===== src/rtl/ram_access_ctrl_if.sv =====
// RAM-side bus of the MEM-stage data RAM initiator.
// Handshake: the master raises ram_en with ram_addr, ram_write_en and
// ram_write_data, and holds all four stable until the slave returns a
// single-cycle ram_ack pulse. ram_read_data is only meaningful in the ack
// cycle. ram_en drops on the cycle after the ack, or after a timeout.
interface ram_access_ctrl_if;
  logic        ram_en;
  logic [3:0]  ram_write_en;
  logic [31:0] ram_addr;
  logic [31:0] ram_write_data;
  logic        ram_ack;
  logic [31:0] ram_read_data;

  modport master (
    output ram_en, ram_write_en, ram_addr, ram_write_data,
    input  ram_ack, ram_read_data
  );

  modport slave (
    input  ram_en, ram_write_en, ram_addr, ram_write_data,
    output ram_ack, ram_read_data
  );
endinterface


===== src/rtl/ram_access_ctrl.sv =====
// MEM-stage data RAM initiator: issues one RAM transaction per load/store,
// stalls the pipeline until ack (or timeout) and latches load data for WB.
// Optional feature macro: RAM_HALF_EN makes mem_sel 4'b0011 a legal
// halfword access; without it 4'b0011 is treated as an illegal size.
module ram_access_ctrl #(
  parameter int unsigned ACK_TIMEOUT = 255
) (
  input  logic                    clk,
  input  logic                    rst,
  input  logic                    mem_read_flag,
  input  logic                    mem_write_flag,
  input  logic [3:0]              mem_sel,
  input  logic [31:0]             address,
  input  logic [31:0]             mem_write_data,
  input  logic                    flush,
  ram_access_ctrl_if.master       ram,
  output logic [31:0]             load_data,
  output logic                    stall_req,
  output logic                    adel,
  output logic                    ades,
  output logic                    bus_error,
  output logic [1:0]              dbg_state
);

  // Counter only needs to reach ACK_TIMEOUT-1 before the timeout fires.
  localparam int unsigned CW = (ACK_TIMEOUT > 1) ? $clog2(ACK_TIMEOUT) : 1;

  typedef enum logic [1:0] {
    IDLE = 2'd0,
    REQ  = 2'd1,
    DONE = 2'd2
  } state_t;

  state_t        state_q, state_d;
  logic [31:0]   addr_q, addr_d;
  logic [3:0]    we_q, we_d;
  logic [31:0]   wdata_q, wdata_d;
  logic          is_load_q, is_load_d;
  logic [31:0]   load_data_q, load_data_d;
  logic          bus_error_q, bus_error_d;
  logic [CW-1:0] cnt_q, cnt_d;

  logic        sel_byte, sel_half, sel_word, sel_legal;
  logic        aligned, access, req_valid, misaligned;
  logic [3:0]  we_new;
  logic [31:0] wdata_new;
  logic        timed_out;

  // Decode the MEM-stage request: size legality, alignment and lane steering.
  always_comb begin
    sel_byte = (mem_sel == 4'b0001);
    sel_word = (mem_sel == 4'b1111);
`ifdef RAM_HALF_EN
    sel_half = (mem_sel == 4'b0011);
`else
    sel_half = 1'b0;
`endif
    sel_legal  = sel_byte | sel_half | sel_word;
    aligned    = sel_word ? (address[1:0] == 2'b00) :
                 sel_half ? (address[0] == 1'b0) : 1'b1;
    access     = (state_q == IDLE) & (mem_read_flag | mem_write_flag) &
                 sel_legal & !flush;
    req_valid  = access & aligned;
    misaligned = access & !aligned;
    we_new     = 4'b0000;
    wdata_new  = mem_write_data;
    if (mem_write_flag) begin
      if (sel_byte) begin
        we_new    = 4'b0001 << address[1:0];
        wdata_new = {4{mem_write_data[7:0]}};
      end else if (sel_half) begin
        we_new    = 4'b0011 << address[1:0];
        wdata_new = {2{mem_write_data[15:0]}};
      end else begin
        we_new    = 4'b1111;
      end
    end
  end

  // Next-state logic for the IDLE -> REQ -> DONE transaction sequence.
  always_comb begin
    state_d     = state_q;
    addr_d      = addr_q;
    we_d        = we_q;
    wdata_d     = wdata_q;
    is_load_d   = is_load_q;
    load_data_d = load_data_q;
    bus_error_d = 1'b0;
    cnt_d       = cnt_q;
    timed_out   = (ACK_TIMEOUT != 0) && (cnt_q == CW'(ACK_TIMEOUT - 1));
    case (state_q)
      IDLE: begin
        if (req_valid) begin
          state_d   = REQ;
          addr_d    = {address[31:2], 2'b00};
          we_d      = we_new;
          wdata_d   = wdata_new;
          is_load_d = !mem_write_flag;   // store wins when both flags are set
          cnt_d     = '0;
        end
      end
      REQ: begin
        if (ram.ram_ack) begin
          state_d = DONE;
          if (is_load_q) load_data_d = ram.ram_read_data;
        end else if (timed_out) begin
          state_d     = DONE;
          bus_error_d = 1'b1;
        end else if (ACK_TIMEOUT != 0) begin
          cnt_d = cnt_q + 1'b1;
        end
      end
      // MEM inputs still describe the finished instruction here, so no
      // new request may be taken until the pipeline has advanced.
      DONE:    state_d = IDLE;
      default: state_d = IDLE;
    endcase
  end

  // State and transaction registers; reset aborts any in-flight request.
  always_ff @(posedge clk or negedge rst) begin
    if (!rst) begin
      state_q     <= IDLE;
      addr_q      <= '0;
      we_q        <= '0;
      wdata_q     <= '0;
      is_load_q   <= 1'b0;
      load_data_q <= '0;
      bus_error_q <= 1'b0;
      cnt_q       <= '0;
    end else begin
      state_q     <= state_d;
      addr_q      <= addr_d;
      we_q        <= we_d;
      wdata_q     <= wdata_d;
      is_load_q   <= is_load_d;
      load_data_q <= load_data_d;
      bus_error_q <= bus_error_d;
      cnt_q       <= cnt_d;
    end
  end

  assign ram.ram_en         = (state_q == REQ);
  assign ram.ram_write_en   = we_q;
  assign ram.ram_addr       = addr_q;
  assign ram.ram_write_data = wdata_q;
  assign load_data          = load_data_q;
  assign bus_error          = bus_error_q;
  assign stall_req          = req_valid | (state_q == REQ);
  assign adel               = misaligned & !mem_write_flag;
  assign ades               = misaligned & mem_write_flag;
  assign dbg_state          = state_q;

endmodule


===== src/flat_wrapper.sv =====
// flat-port wrapper written by rule: the top's interface ports become plain ports
module ram_access_ctrl_flat 
#(
  parameter int unsigned ACK_TIMEOUT = 255
)
  (clk, rst, mem_read_flag, mem_write_flag, mem_sel, address, mem_write_data, flush, load_data, stall_req, adel, ades, bus_error, dbg_state, ram_ram_en, ram_ram_write_en, ram_ram_addr, ram_ram_write_data, ram_ram_ack, ram_ram_read_data);
  ram_access_ctrl_if ram_i ();
  input  logic clk;
  input  logic rst;
  input  logic mem_read_flag;
  input  logic mem_write_flag;
  input  logic [3:0] mem_sel;
  input  logic [31:0] address;
  input  logic [31:0] mem_write_data;
  input  logic flush;
  output logic [31:0] load_data;
  output logic stall_req;
  output logic adel;
  output logic ades;
  output logic bus_error;
  output logic [1:0] dbg_state;
  output wire logic [$bits(ram_i.ram_en)-1:0] ram_ram_en;
  output wire logic [$bits(ram_i.ram_write_en)-1:0] ram_ram_write_en;
  output wire logic [$bits(ram_i.ram_addr)-1:0] ram_ram_addr;
  output wire logic [$bits(ram_i.ram_write_data)-1:0] ram_ram_write_data;
  input wire logic [$bits(ram_i.ram_ack)-1:0] ram_ram_ack;
  input wire logic [$bits(ram_i.ram_read_data)-1:0] ram_ram_read_data;
  assign ram_ram_en = ram_i.ram_en;
  assign ram_ram_write_en = ram_i.ram_write_en;
  assign ram_ram_addr = ram_i.ram_addr;
  assign ram_ram_write_data = ram_i.ram_write_data;
  assign ram_i.ram_ack = ram_ram_ack;
  assign ram_i.ram_read_data = ram_ram_read_data;
  ram_access_ctrl #(.ACK_TIMEOUT(ACK_TIMEOUT)) u_core (.clk(clk), .rst(rst), .mem_read_flag(mem_read_flag), .mem_write_flag(mem_write_flag), .mem_sel(mem_sel), .address(address), .mem_write_data(mem_write_data), .flush(flush), .ram(ram_i), .load_data(load_data), .stall_req(stall_req), .adel(adel), .ades(ades), .bus_error(bus_error), .dbg_state(dbg_state));
endmodule

===== config.mk =====
export PLATFORM = sky130hd
export DESIGN_NAME = ram_access_ctrl_flat
export DESIGN_NICKNAME = d
export VERILOG_FILES = /design/src/rtl/ram_access_ctrl_if.sv /design/src/rtl/ram_access_ctrl.sv /design/src/flat_wrapper.sv
export SDC_FILE = /design/constraint.sdc
export NUM_CORES = 1
export LEC_CHECK = 0
export ABC_AREA = 1
export BUFFER_PORTS_ARGS = -buffer_cell sky130_fd_sc_hd__buf_2
export CAP_MARGIN = 20
export CORE_MARGIN = 5
export CORE_UTILIZATION = 35
export DETAILED_ROUTE_END_ITERATION = 10
export SLEW_MARGIN = 10
export SYNTH_ARGS = -nofsm -noshare
export SYNTH_HDL_FRONTEND = slang
export SYNTH_SLANG_ARGS = --single-unit

===== constraint.sdc =====
create_clock -name clk -period 1.9 [get_ports clk]
set_input_delay 0.19 -clock clk [delete_from_list [all_inputs] [get_ports clk]]
set_output_delay 0.19 -clock clk [all_outputs]
set_load 0.005 [all_outputs]

==> impl_metrics.yaml <==
status:
  outcome: "finished, final reports clean"
yosys:
  synthCells: 580
  avgSynthCellArea_um2: 8.21
  ys.warnings.count: 0
  yosys.area.top_type: "dfrtp_1"
  ys_top_cells_by_area: "dfrtp_1, nand2_1, o21ai_0"
  synthesis.area_um2: 4760
  synth-main-ff-cell: "dfrtp_1"
  ys_ff_latch: 110
  synth_enable_flop_cells: 0
  synth.distinct_cells: 26
  synth_top_area_share_pct: 57.8
  async_reset_ff_share_pct: 100
  ys_seq_area_share_pct: 57.8
  synth_common_cells: "nand2_1, dfrtp_1, inv_1, o21ai_0, o21ai_1"
  yosysMostFrequentCell: "nand2_1"
timing:
  clock.fmax_ghz: 0.585
  setup_tns_ns: 0
  hold_violations: 0
  setup_viol: 0
  layout_min_cycle_time_ns: 1.71
  hold_slack_ns: 0.0334
  skew_ns: 0.0103
  period_share_pct: 90.0
  final-max-slew-violation-count: 0
  rsz0062_at_grt: "false"
  worst_slack_ns: 0.190
setup_path:
  max_stage_delay_ns: 0.42
  r2r_slack_ns: 0.38
  start_kind: "flip-flop"
  cp.required_ns: 1.71
  path_class: "flip-flop to output port"
  crit_path_top_delay_cell: "dfrtp_1"
  arrival_ns: 1.52
  r2r_cells: 9
  cp-end-kind: "output port"
  cp_max_fo: 3
  reg2reg_to: "u_core.ram.ram_write_data[30]"
  worstReg2RegStart: "u_core.dbg_state[1]"
  cp_cell_sequence: "nor2_1 -> nand2_1 -> nor2_4 -> inv_1 -> nor3b_1 -> buf_2"
clock_network:
  numClockSinks: 110
  clockRootBuffer: "clkbuf_16"
  cts_tree: "built"
  clk_pin_slew_worst_paths_ns: 0.07
  clock_latency_ns: 0.36
  cts_buffers: 9
  clock_path_buffers: 2
  htreeDepth: 3
grt:
  overflow: 0
  grt_pass1_vias: 4242
  grt_pass1_wl_um: 21300
  grt_util_all_layers_pct: 16.6
  grt_max_degree: 65
  antenna_found_initial: 1
floorplanning:
  initial_core_util_pct: 35.8
  die_h_um: 127
  row_count: 42
  die_w_um: 127
  core_area_um2: 13300
  die_area_um2: 16000
  io_pins: 213
placed_design:
  place_hpwl_um: 10200
  routabilityCongestion: 0.820
  port_buffers: 210
  dp_slack_ns: 0.292
  dpl-instance-area_um2: 6030
flow_run:
  cap_violations: 0
worst_hold_path:
  hold_path_depth: 3
  hold_path.class: "primary input to flip-flop"
  hold_path.startpoint: "address[8]"
  holdPathEnd: "u_core.ram.ram_addr[8]"
drt:
  post-route-drc-count: 0
  ant_nets: 0
  num_vias: 4388
  vias_per_cell: 4.51
  dr.pass1.iters: 4
  drtIter0Drc: 293
  wl_per_cell_um: 13.9
  routed_wl_um: 13600
power_and_ir_drop:
  p_leak_nw: 3.82
  peakVddDrop_mv: 0.384
  pwr_density_cell_nw_per_um2: 1050
layout:
  fill_cells: 1327
  multiInputGateArea_um2: 1660
  layout-drive-gt1-share_pct: 31.7
  final_util_pct: 48.3
  layout.nets: 899
  syn_to_final_growth_pct: 34.7
  fin_area_um2: 6420
  regArea_um2: 2750
## where the power goes
part / internal, mW / total, mW / switching, mW
clock: 1.17 / 2.03 / 0.864
combinational: 0.739 / 1.52 / 0.785
sequential: 2.91 / 3.21 / 0.305
total: 4.81 / 6.77 / 1.95
## sequential cells by signal (all words and copies together) (netlist names)
name / flops
u_core.is_load_q: 1
u_core.dbg_state: 2
u_core.ram.ram_addr: 30
u_core.cnt_q: 8
u_core.ram.ram_write_en: 4
u_core.bus_error: 1
u_core.ram.ram_write_data: 32
u_core.load_data: 32
## critical path, delay by kind of cell (launching register included)
family | cells | cell delay, ns
AND/OR/NAND/NOR | 4 | 0.53
flip-flops | 1 | 0.42
buffers and inverters | 2 | 0.23
## layer usage
metal / track usage [%] / part of all wire (%) / vias to the layer above
met1: 19.8 / 41 / 2043
met2: 28.3 / 50 / 125
li1: - / - / 2201
met5: 0 / 0 / -
met4: 6.88 / 2.5 / 0
met3: 4.62 / 6.5 / 19
## area by class of cell
cell class / count / share of cell area, %
sequential: 110 / 42.9
timing repair buffer: 226 / 19.3
inverter: 58 / 3.43
tap: 176 / 3.43
multi-input combinational: 386 / 25.8
clock inverter: 6 / 1.48
clock buffer: 10 / 3.57
antenna: 1 / 0.0390
## kinds of logic (layout without fill, tap and decap cells)
kind of cell | Yosys count | count (layout) | synth area share, %
fa+ha+maj | 2 | 2 | 0.525
simple gates | 307 | 308 | 25.8
flops | 110 | 110 | 57.8
compound gates | 73 | 73 | 7.80
buf+inv | 86 | 300 | 7.83
xor+xnor | 1 | 1 | 0.184
other cells | 1 | 3 | 0.0787
## cells in the final DEF (no fill, tap or decap)
cell           Yosys  layout
nor2_2             3       2
nand3_1           18      18
nor3_1             1       1
nand3_2            2       3
clkbuf_1           8       1
o21ai_1           19      19
diode_2            0       1
nor2_4             1       2
inv_6              0       1
clkinv_4           0       3
nor3b_1            1       1
inv_2              1       1
inv_4              1       1
buf_4              9      11
nor2_1            10      10
conb_1             1       2
xor2_1             1       1
nand4_1            1       1
or2_2              1       1
a21oi_2            1       1
buf_12             0       5
dfrtp_1          110     110
ha_1               2       2
nand3_4            1       1
nand2_1          267     267
bufinv_16          0       2
dlygate4sd3_1      0       1
o21bai_1           1       1
inv_1             56      56
o21ai_0           52      52
nand3b_1           1       1
clkbuf_16          0       9
buf_2             11     209
## through the flow
step | power (mW) | cells
2_1_floorplan | 3.86 | 581
3_3_place_gp | 4.75 | 949
3_5_place_dp | 4.81 | 949
4_1_cts | 6.87 | 966
5_1_grt | 7.23 | 973
6_report | 6.77 | 973
## worst max path at each step
stage                     slack (ns)                       endpoint  cells past startpoint           startpoint
after CTS                      0.001                      stall_req                      6  u_core.dbg_state[1]
after floorplan                 0.63                      stall_req                      6  u_core.dbg_state[1]
final                           0.19                           ades                      6  u_core.dbg_state[1]
after global placement          0.36         u_core.ram.ram_addr[4]                      8  u_core.dbg_state[1]
after detailed placement        0.29  u_core.ram.ram_write_data[30]                      8  u_core.dbg_state[1]
after global routing            0.02                           ades                      6  u_core.dbg_state[1]
## timing repair
item	in CTS	in global routing
gates resized for setup	0	1
hold buffers	1	0
buffers inserted	0	5
endpoints found under the hold margin	29	0
endpoints found under the setup margin	0	1
Power figures use the tool's default switching activity.
